File: config.mk
export PLATFORM = sky130hd
export DESIGN_NAME = memory_controller
export DESIGN_NICKNAME = d
export VERILOG_FILES = /design/src/rtl/memory_controller.sv
export SDC_FILE = /design/constraint.sdc
export NUM_CORES = 1
export LEC_CHECK = 0
export ABC_AREA = 1
export BUFFER_PORTS_ARGS = -buffer_cell sky130_fd_sc_hd__buf_4
export CORE_UTILIZATION = 54
export CTS_CLUSTER_SIZE = 10
export DETAILED_ROUTE_END_ITERATION = 16
export PLACE_DENSITY = 0.8
export SYNTH_ARGS = -nofsm -noshare
export SYNTH_HDL_FRONTEND = slang
export SYNTH_SLANG_ARGS = --single-unit
File: constraint.sdc
create_clock -name clk_in -period 3 [get_ports clk_in]
set_input_delay 0.3 -clock clk_in [delete_from_list [all_inputs] [get_ports clk_in]]
set_output_delay 0.3 -clock clk_in [all_outputs]
set_load 0.03 [all_outputs]
File: src/rtl/memory_controller.sv
// memory_controller
//   Byte-wide RAM / I/O arbiter for two instruction-fill ports (q1, q2) and
//   one data port. A single operation is in flight at a time; multi-byte
//   accesses are serialized LSB first over the 8-bit memory bus.
//
// Ports
//   clk_in, rst_in          clock, synchronous active-high reset
//   rdy_in                  global pause (low = freeze everything)
//   rob_clear               pipeline flush: aborts reads, never writes
//   q1_*/q2_*               word-fill requests (valid/addr) and done pulse/result
//   d_*                     data load/store request, done pulse, load data
//   mem_din                 RAM read byte, one cycle after mem_a
//   mem_dout, mem_a, mem_wr byte bus toward RAM / I/O
//   io_buffer_full          I/O sink back-pressure for addresses >= IO_BASE
module memory_controller #(
  parameter logic [31:0] IO_BASE = 32'h0003_0000
) (
  input  logic        clk_in,
  input  logic        rst_in,
  input  logic        rdy_in,
  input  logic        rob_clear,
  input  logic        q1_valid,
  input  logic [31:0] q1_addr,
  output logic        q1_ready,
  output logic [31:0] q1_result,
  input  logic        q2_valid,
  input  logic [31:0] q2_addr,
  output logic        q2_ready,
  output logic [31:0] q2_result,
  input  logic        d_valid,
  input  logic        d_wr,
  input  logic [1:0]  d_size,
  input  logic [31:0] d_addr,
  input  logic [31:0] d_wdata,
  output logic        d_ready,
  output logic [31:0] d_rdata,
  input  logic [7:0]  mem_din,
  output logic [7:0]  mem_dout,
  output logic [31:0] mem_a,
  output logic        mem_wr,
  input  logic        io_buffer_full
);

  typedef enum logic [1:0] {IDLE, READ, WRITE} state_t;
  typedef enum logic [1:0] {REQ_D, REQ_Q1, REQ_Q2} req_t;

  state_t      state;
  req_t        owner;
  logic [31:0] base;
  logic [2:0]  len;
  logic [2:0]  cnt;
  logic [31:0] wdata;
  logic [31:0] rbuf;
  logic        d_is_load;

  function automatic logic [2:0] size_len(input logic [1:0] size);
    case (size)
      2'd0:    return 3'd1;
      2'd1:    return 3'd2;
      default: return 3'd4;
    endcase
  endfunction

  function automatic logic [7:0] byte_of(input logic [31:0] w, input logic [1:0] idx);
    logic [31:0] s;
    s = w >> {idx, 3'b000};
    return s[7:0];
  endfunction

  // In READ, cnt counts edges since the grant. The byte on mem_din at the
  // edge where cnt is c belongs to address base+c-1 (one-cycle RAM latency
  // plus one cycle for the registered address).
  logic [1:0]  cap_idx;
  logic [31:0] merged;
  assign cap_idx = cnt[1:0] - 2'd1;
  assign merged  = rbuf | ({24'd0, mem_din} << {cap_idx, 3'b000});

  // A full I/O sink holds the current byte; the write strobe is also masked
  // combinationally while paused so the byte is reissued afterwards.
  logic io_stall;
  assign io_stall = (mem_a >= IO_BASE) && io_buffer_full;
  assign mem_wr   = (state == WRITE) && rdy_in && !io_stall;

  // A port whose done pulse is showing is never regranted in that cycle;
  // during a flush only a data store may start.
  logic d_ok, q1_ok, q2_ok;
  assign d_ok  = d_valid && !d_ready && (d_wr || !rob_clear);
  assign q1_ok = q1_valid && !q1_ready && !rob_clear;
  assign q2_ok = q2_valid && !q2_ready && !rob_clear;

  always_ff @(posedge clk_in) begin
    if (rst_in) begin
      state     <= IDLE;
      owner     <= REQ_D;
      base      <= '0;
      len       <= '0;
      cnt       <= '0;
      wdata     <= '0;
      rbuf      <= '0;
      d_is_load <= 1'b0;
      q1_ready  <= 1'b0;
      q2_ready  <= 1'b0;
      d_ready   <= 1'b0;
      q1_result <= '0;
      q2_result <= '0;
      d_rdata   <= '0;
      mem_a     <= '0;
      mem_dout  <= '0;
    end else if (!rdy_in) begin
      // Flush outranks the pause: read-side pulses drop and reads abort,
      // everything else holds.
      if (rob_clear) begin
        q1_ready <= 1'b0;
        q2_ready <= 1'b0;
        if (d_is_load) d_ready <= 1'b0;
        if (state == READ) state <= IDLE;
      end
    end else begin
      q1_ready <= 1'b0;
      q2_ready <= 1'b0;
      d_ready  <= 1'b0;
      case (state)
        IDLE: begin
          if (d_ok) begin
            owner     <= REQ_D;
            base      <= d_addr;
            mem_a     <= d_addr;
            len       <= size_len(d_size);
            wdata     <= d_wdata;
            cnt       <= '0;
            rbuf      <= '0;
            d_is_load <= !d_wr;
            if (d_wr) begin
              state    <= WRITE;
              mem_dout <= d_wdata[7:0];
            end else begin
              state <= READ;
            end
          end else if (q1_ok) begin
            owner <= REQ_Q1;
            base  <= q1_addr;
            mem_a <= q1_addr;
            len   <= 3'd4;
            cnt   <= '0;
            rbuf  <= '0;
            state <= READ;
          end else if (q2_ok) begin
            owner <= REQ_Q2;
            base  <= q2_addr;
            mem_a <= q2_addr;
            len   <= 3'd4;
            cnt   <= '0;
            rbuf  <= '0;
            state <= READ;
          end
        end
        READ: begin
          if (rob_clear) begin
            state <= IDLE;
          end else begin
            if (cnt + 3'd1 < len) mem_a <= base + {29'd0, cnt} + 32'd1;
            if (cnt != 3'd0) rbuf <= merged;
            cnt <= cnt + 3'd1;
            if (cnt == len) begin
              state <= IDLE;
              case (owner)
                REQ_Q1: begin
                  q1_ready  <= 1'b1;
                  q1_result <= merged;
                end
                REQ_Q2: begin
                  q2_ready  <= 1'b1;
                  q2_result <= merged;
                end
                default: begin
                  d_ready <= 1'b1;
                  d_rdata <= merged;
                end
              endcase
            end
          end
        end
        WRITE: begin
          if (!io_stall) begin
            if (cnt + 3'd1 == len) begin
              state   <= IDLE;
              d_ready <= 1'b1;
            end else begin
              cnt      <= cnt + 3'd1;
              mem_a    <= base + {29'd0, cnt} + 32'd1;
              mem_dout <= byte_of(wdata, cnt[1:0] + 2'd1);
            end
          end
        end
        default: state <= IDLE;
      endcase
    end
  end

endmodule

Word level (Yosys, flattened, before mapping)

Cells that the tools add are included.

Register bits: 246
Input bits: 147
Output and inout bits: 140
Word-level logic and storage cells: 150

Add/subtract/negate cells: 5
Magnitude comparators: 2
Eq/ne operators: 19
Shift operators: 2
Mux-type cells: 65
Bitwise gates (word level): 3
Reductions and logical operators: 38

Operators by type and width:

| kind                    | number |
|---|---|
| $mux W32                | 12 |
| $pmux W32 S3            | 1 |
| $pmux W32 S2            | 1 |
| $add A32 B1 Y32 const B | 1 |
| $add A32 B3 Y32         | 1 |
| $ge A32 B18 Y1 const B  | 1 |
| $mux W8                 | 4 |
| $or A32 B32 Y32         | 1 |
| $shl A8 B5 Y32          | 1 |
| $shr A32 B5 Y8          | 1 |
| $mux W2                 | 14 |
| $mux W3                 | 9 |
| $reduce_and A5 Y1       | 4 |
| $mux W1                 | 19 |
| $reduce_and A6 Y1       | 3 |
| $pmux W8 S2             | 1 |
| $ne A2 B2 Y1 const B    | 5 |
| $reduce_bool A2 Y1      | 5 |
| $logic_and A1 B1 Y1     | 9 |
| $pmux W3 S3             | 1 |
| $reduce_bool A3 Y1      | 3 |
| $reduce_and A7 Y1       | 1 |
| $eq A2 B1 Y1 const B    | 3 |
| $eq A3 B3 Y1            | 2 |
| other kinds (20)        | 31 |

Depth between registers and ports, before layout

Depth in word-level cells: 8
Mapped depth: 16
Gate-level depth less buffers: 14

Least setup slack after synthesis

Ideal clock, no wire load.

Kind: register to register
From: register cnt[0]
To: register mem_a[21]
Library setup time: 0.117 ns
Arrival: 2.397 ns
Data required time: 2.883 ns
Slack: 0.486 ns
Cell stages (with the launch flop): 16
Path buffers: 4
Period minus slack after synthesis: 2.514 ns
Cell sequence: dfxtp_1 -> buf_2 -> clkinv_1 -> clkbuf_1 -> ha_1 -> ha_1 -> nand3_1 -> nor2_1 -> inv_1 -> nand2_1 -> nor2_2 -> nand3_2 -> buf_4 -> buf_4 -> a21oi_1 -> nor2_1

Cells in the longest elaborated chain, start to end: 5
Elaborated cells on any way between the ends: 13
Those cells by class: add/sub: 3; order compare: 1; eq/ne: 3; mux: 5; reduce/logical: 1

RTL lines:

| element                            | line     | source |
|---|---|---|
| start, declared                    | 51       | `logic [2:0] cnt;` |
| start signal, assigned             | 163      | `cnt <= cnt + 3'd1;` |
| start signal, assigned             | 189      | `cnt <= cnt + 3'd1;` |
| $add A32 B3 Y32                    | 161, 190 |  |
| $add A32 B1 Y32                    | 161, 190 |  |
| $mux W32, on equally long branches | 185, 161 |  |
| $mux W32, on equally long branches | 184, 158 |  |
| $pmux W32 S3                       | 122      | `case (state)` |
| end signal, assigned               | 127      | `mem_a <= d_addr;` |
| end signal, assigned               | 161      | `if (cnt + 3'd1 < len) mem_a <= base + {29'd0, cnt} + 32'd1;` |
| end signal, assigned               | 190      | `mem_a <= base + {29'd0, cnt} + 32'd1;` |
| end, declared                      | 39       | `output logic [31:0] mem_a,` |

Parallel ways exist; a longest one is shown, timed or not. The select of a mux whose other input is x is not followed.
A chain may end at the register's enable or synchronous reset.

Worst setup path in the final report

From: register cnt[0]
To: register rbuf[6]

Cells in the longest elaborated chain, start to end: 6
Elaborated cells on any way between the ends: 9
Those cells by class: add/sub: 1; eq/ne: 1; shift: 1; mux: 3; bitwise: 1; reduce/logical: 2

RTL lines:

| element              | line | source |
|---|---|---|
| $sub A2 B1 Y2        | 75   | `assign cap_idx = cnt[1:0] - 2'd1;` |
| $shl A8 B5 Y32       | 76   | `assign merged = rbuf \| ({24'd0, mem_din} << {cap_idx, 3'b000});` |
| $or A32 B32 Y32      | 76   |  |
| $mux W32             | 162  | `if (cnt != 3'd0) rbuf <= merged;` |
| $mux W32             | 158  | `if (rob_clear) begin` |
| $pmux W32 S2         | 122  |  |
| end signal, assigned | 162  |  |
| end, declared        | 53   | `logic [31:0] rbuf;` |

Parallel ways exist; a longest one is shown, timed or not. The select of a mux whose other input is x is not followed.

==> impl_metrics.toml <==
[floorplanning]
dieArea_um2 = 22500
die_x_um = 150
fp-row-count = 53
fp.dieH_um = 150
io-pin-count = 287
start_util_pct = 55.6
core_um2 = 21300

[timing]
final.setup.worst_slack_ns = 0.376
rsz0062_at_grt = "false"
tns_ns = 0
worstMarginPinSlew_ns = 0.805
slew_violations = 0
hold_ws_ns = -0.00596
setup_viol = 0
hold_viol_final = 2
finalCritPeriodShare_pct = 87.5
slew_headroom_pct = 45.8
skew_ns = 0.00902
timing.fmax_mhz = 381
min_period_ns = 2.62

[critical_path]
crit_chain = "clkinv_1 -> buf_4 -> ha_1 -> buf_4 -> inv_1 -> o21ai_0 -> a21oi_1 -> nor3b_1"
slowest_delay_ns = 0.49
criticalPathCategory = "register to register"
worst-path-buf-inv = 4
end_kind = "register"
r2r_cells = 8
path_depth = 8
cpMostUsedCell = "buf_4"
cp.required_ns = 3.44
r2r-start = "cnt[0]$_SDFFE_PP0P_"
rrSetupSlack_ns = 0.38
start_kind = "register"
worstPathMaxFanout = 26
worstReg2RegEnd = "rbuf[6]$_SDFFE_PP0P_"
path_delay_family = "buffers and inverters"
cpMaxStageDelayCell = "o21ai_0"
cp_data_arrival_time_ns = 3.06

[synth]
synth_largest_area_cell = "dfxtp_1"
syn_area_um2 = 11800
async_flop_share_pct = 0
synth_nets = 1897
yosysMostFrequentCell = "nand2_1"
synth_ff_type = "dfxtp_1"
yosysUniqueCellTypes = 37
yosysSeqAreaShare_pct = 41.6
synth_edf_count = 0
ys_seq_elements = 246
synthCells = 1735
ys_warn_count = 0
syn_avg_cell_area_um2 = 6.82
yosys-top-cells-area = "dfxtp_1 42%, nand2_1 12%, a21oi_1 9.0%, o21ai_0 8.9%, inv_1 6.6%"
synth_common_cells = "366 x nand2_1, 246 x dfxtp_1, 213 x a21oi_1, 211 x o21ai_0, 207 x inv_1"
synth_top_area_share_pct = 41.6

[global_route]
grt_pass1_vias = 11400
grt_util_all_layers_pct = 31.5
grt_pass1_wl_um = 56700
antenna_found_initial = 0
grt_max_degree = 134
grt-ovfl-total = 0

[pwr]
power_w = 0.00907
p_per_area_nw_per_um2 = 608
leakagePower_nw = 6.53
peakVddDrop_mv = 0.357

[min_path]
min_from = "d_wdata[13]"
hold_end = "wdata[13]$_SDFFE_PP0P_"
hold_depth = 3
hold_class = "input port to register"

[route]
ant_nets = 0
routed_wirelength_um = 35400
route.detailed.drc = 0
via_per_inst = 5.42
wl_per_cell_um = 15.7
drt_first_pass_iters = 5
vias = 12300
drtIter0Drc = 938

[clock_tree]
cts_tree = "yes"
cts.sink_count = 246
clk_latency_ns = 0.54
cts_root_buffer = "clkbuf_16"
worst_setup_hold_path_clk_slew_ns = 0.06
cts_htree_levels = 1
clock_path_buffers = 3
cts_resized = 0
cts_made_buffers = 28

[finish]
num_antenna_cells = 0
nets = 2148
drive_above_1_share_pct = 18.6
syn_to_final_growth_pct = 26.1

[placed_design]
gp_congestion = 0.955
dpl.hpwl_um = 24800
port_buffers = 286
pre_cts_ws_ns = 0.408

[outcome]
violations = "hold timing"
outcome = "finished, violations left"

[flow_run]
max-cap-violations = 0
power by group:
part | switching [W] | leakage, nW | internal (W) | total [W]
registers | 0.000180 | 2.00 | 0.00357 | 0.00375
clock network | 0.00126 | 0.361 | 0.00167 | 0.00294
logic | 0.00154 | 4.17 | 0.000850 | 0.00239
what timing repair did:
action,in CTS,in global routing
hold endpoints to repair,8,0
hold buffers,8,0
setup buffers,0,0
state kept, by name (all words and copies together) (netlist names):
name       count
base          32
d_rdata       32
mem_a         32
q1_result     32
q2_result     32
rbuf          32
wdata         32
mem_dout       8
cnt            3
len            3
owner          2
state          2
d_is_load      1
d_ready        1
q1_ready       1
q2_ready       1
worst max path at each step:
stage	start	end
final	cnt[0]$_SDFFE_PP0P_	rbuf[6]$_SDFFE_PP0P_
after global routing	cnt[0]$_SDFFE_PP0P_	rbuf[6]$_SDFFE_PP0P_
after CTS	cnt[0]$_SDFFE_PP0P_	rbuf[6]$_SDFFE_PP0P_
after detailed placement	cnt[0]$_SDFFE_PP0P_	mem_a[17]$_SDFFE_PP0P_
after global placement	cnt[0]$_SDFFE_PP0P_	mem_a[22]$_SDFFE_PP0P_
after floorplan	cnt[0]$_SDFFE_PP0P_	mem_a[21]$_SDFFE_PP0P_
cells in the final DEF, fill, tap and decap left out, types with 28 or more instances in the layout:
cell and count:
nand2_1 366, buf_4 314, dfxtp_1 246, a21oi_1 213, o21ai_0 211, inv_1 206
nor2_1 173, nand3_1 68, nor3b_1 32, clkbuf_16 28
stage by stage:
stage	utilization (%)	cells	cell area [um^2]	hold slack [ns]
floorplan	-	1735	11800	0.430
global placement	66.3	2223	14100	0.434
detailed placement	66.3	2223	14100	0.438
CTS	70.1	2263	14900	0.000388
global route	70.1	2263	14900	0.00470
finish	70.1	2263	14900	-0.00596
per-layer routing:
layer / wire (um) / up-vias / global-route usage [%] / share of wire [%]
li1: - / 6089 / - / -
met1: 15500 / 5602 / 43.0 / 44
met2: 16200 / 496 / 50.4 / 46
met3: 2790 / 72 / 5.12 / 7.9
met4: 937 / 0 / 10.4 / 2.6
met5: 0 / - / 0 / 0
tightest hold or removal path: cells and delay by family:
kind	cells	cell delay (ns)
buf+inv	1	0.07
simple gates	2	0.12
logic make-up (layout without fill, tap and decap cells):
kind of cell,count (synthesis),count (layout),synth area share (%)
AOI/OAI and AO/OA,475,475,20.9
buffers and inverters,317,570,10.9
adders and majority gates,15,15,1.65
and+or+nand+nor,670,670,24.1
DFF,246,246,41.6
xor gates and xnor gates,12,12,0.888
area by class of cell:
cell class,count,area (um^2)
fillers,1808,6360
multi-input cells,1172,5640
flip-flops and latches,246,4920
repair buffers,324,2480
inverters,214,807
clock buffers,31,722
well taps,275,344
clock inverters,1,16.3
No activity file was read; power rests on OpenSTA's default activity.
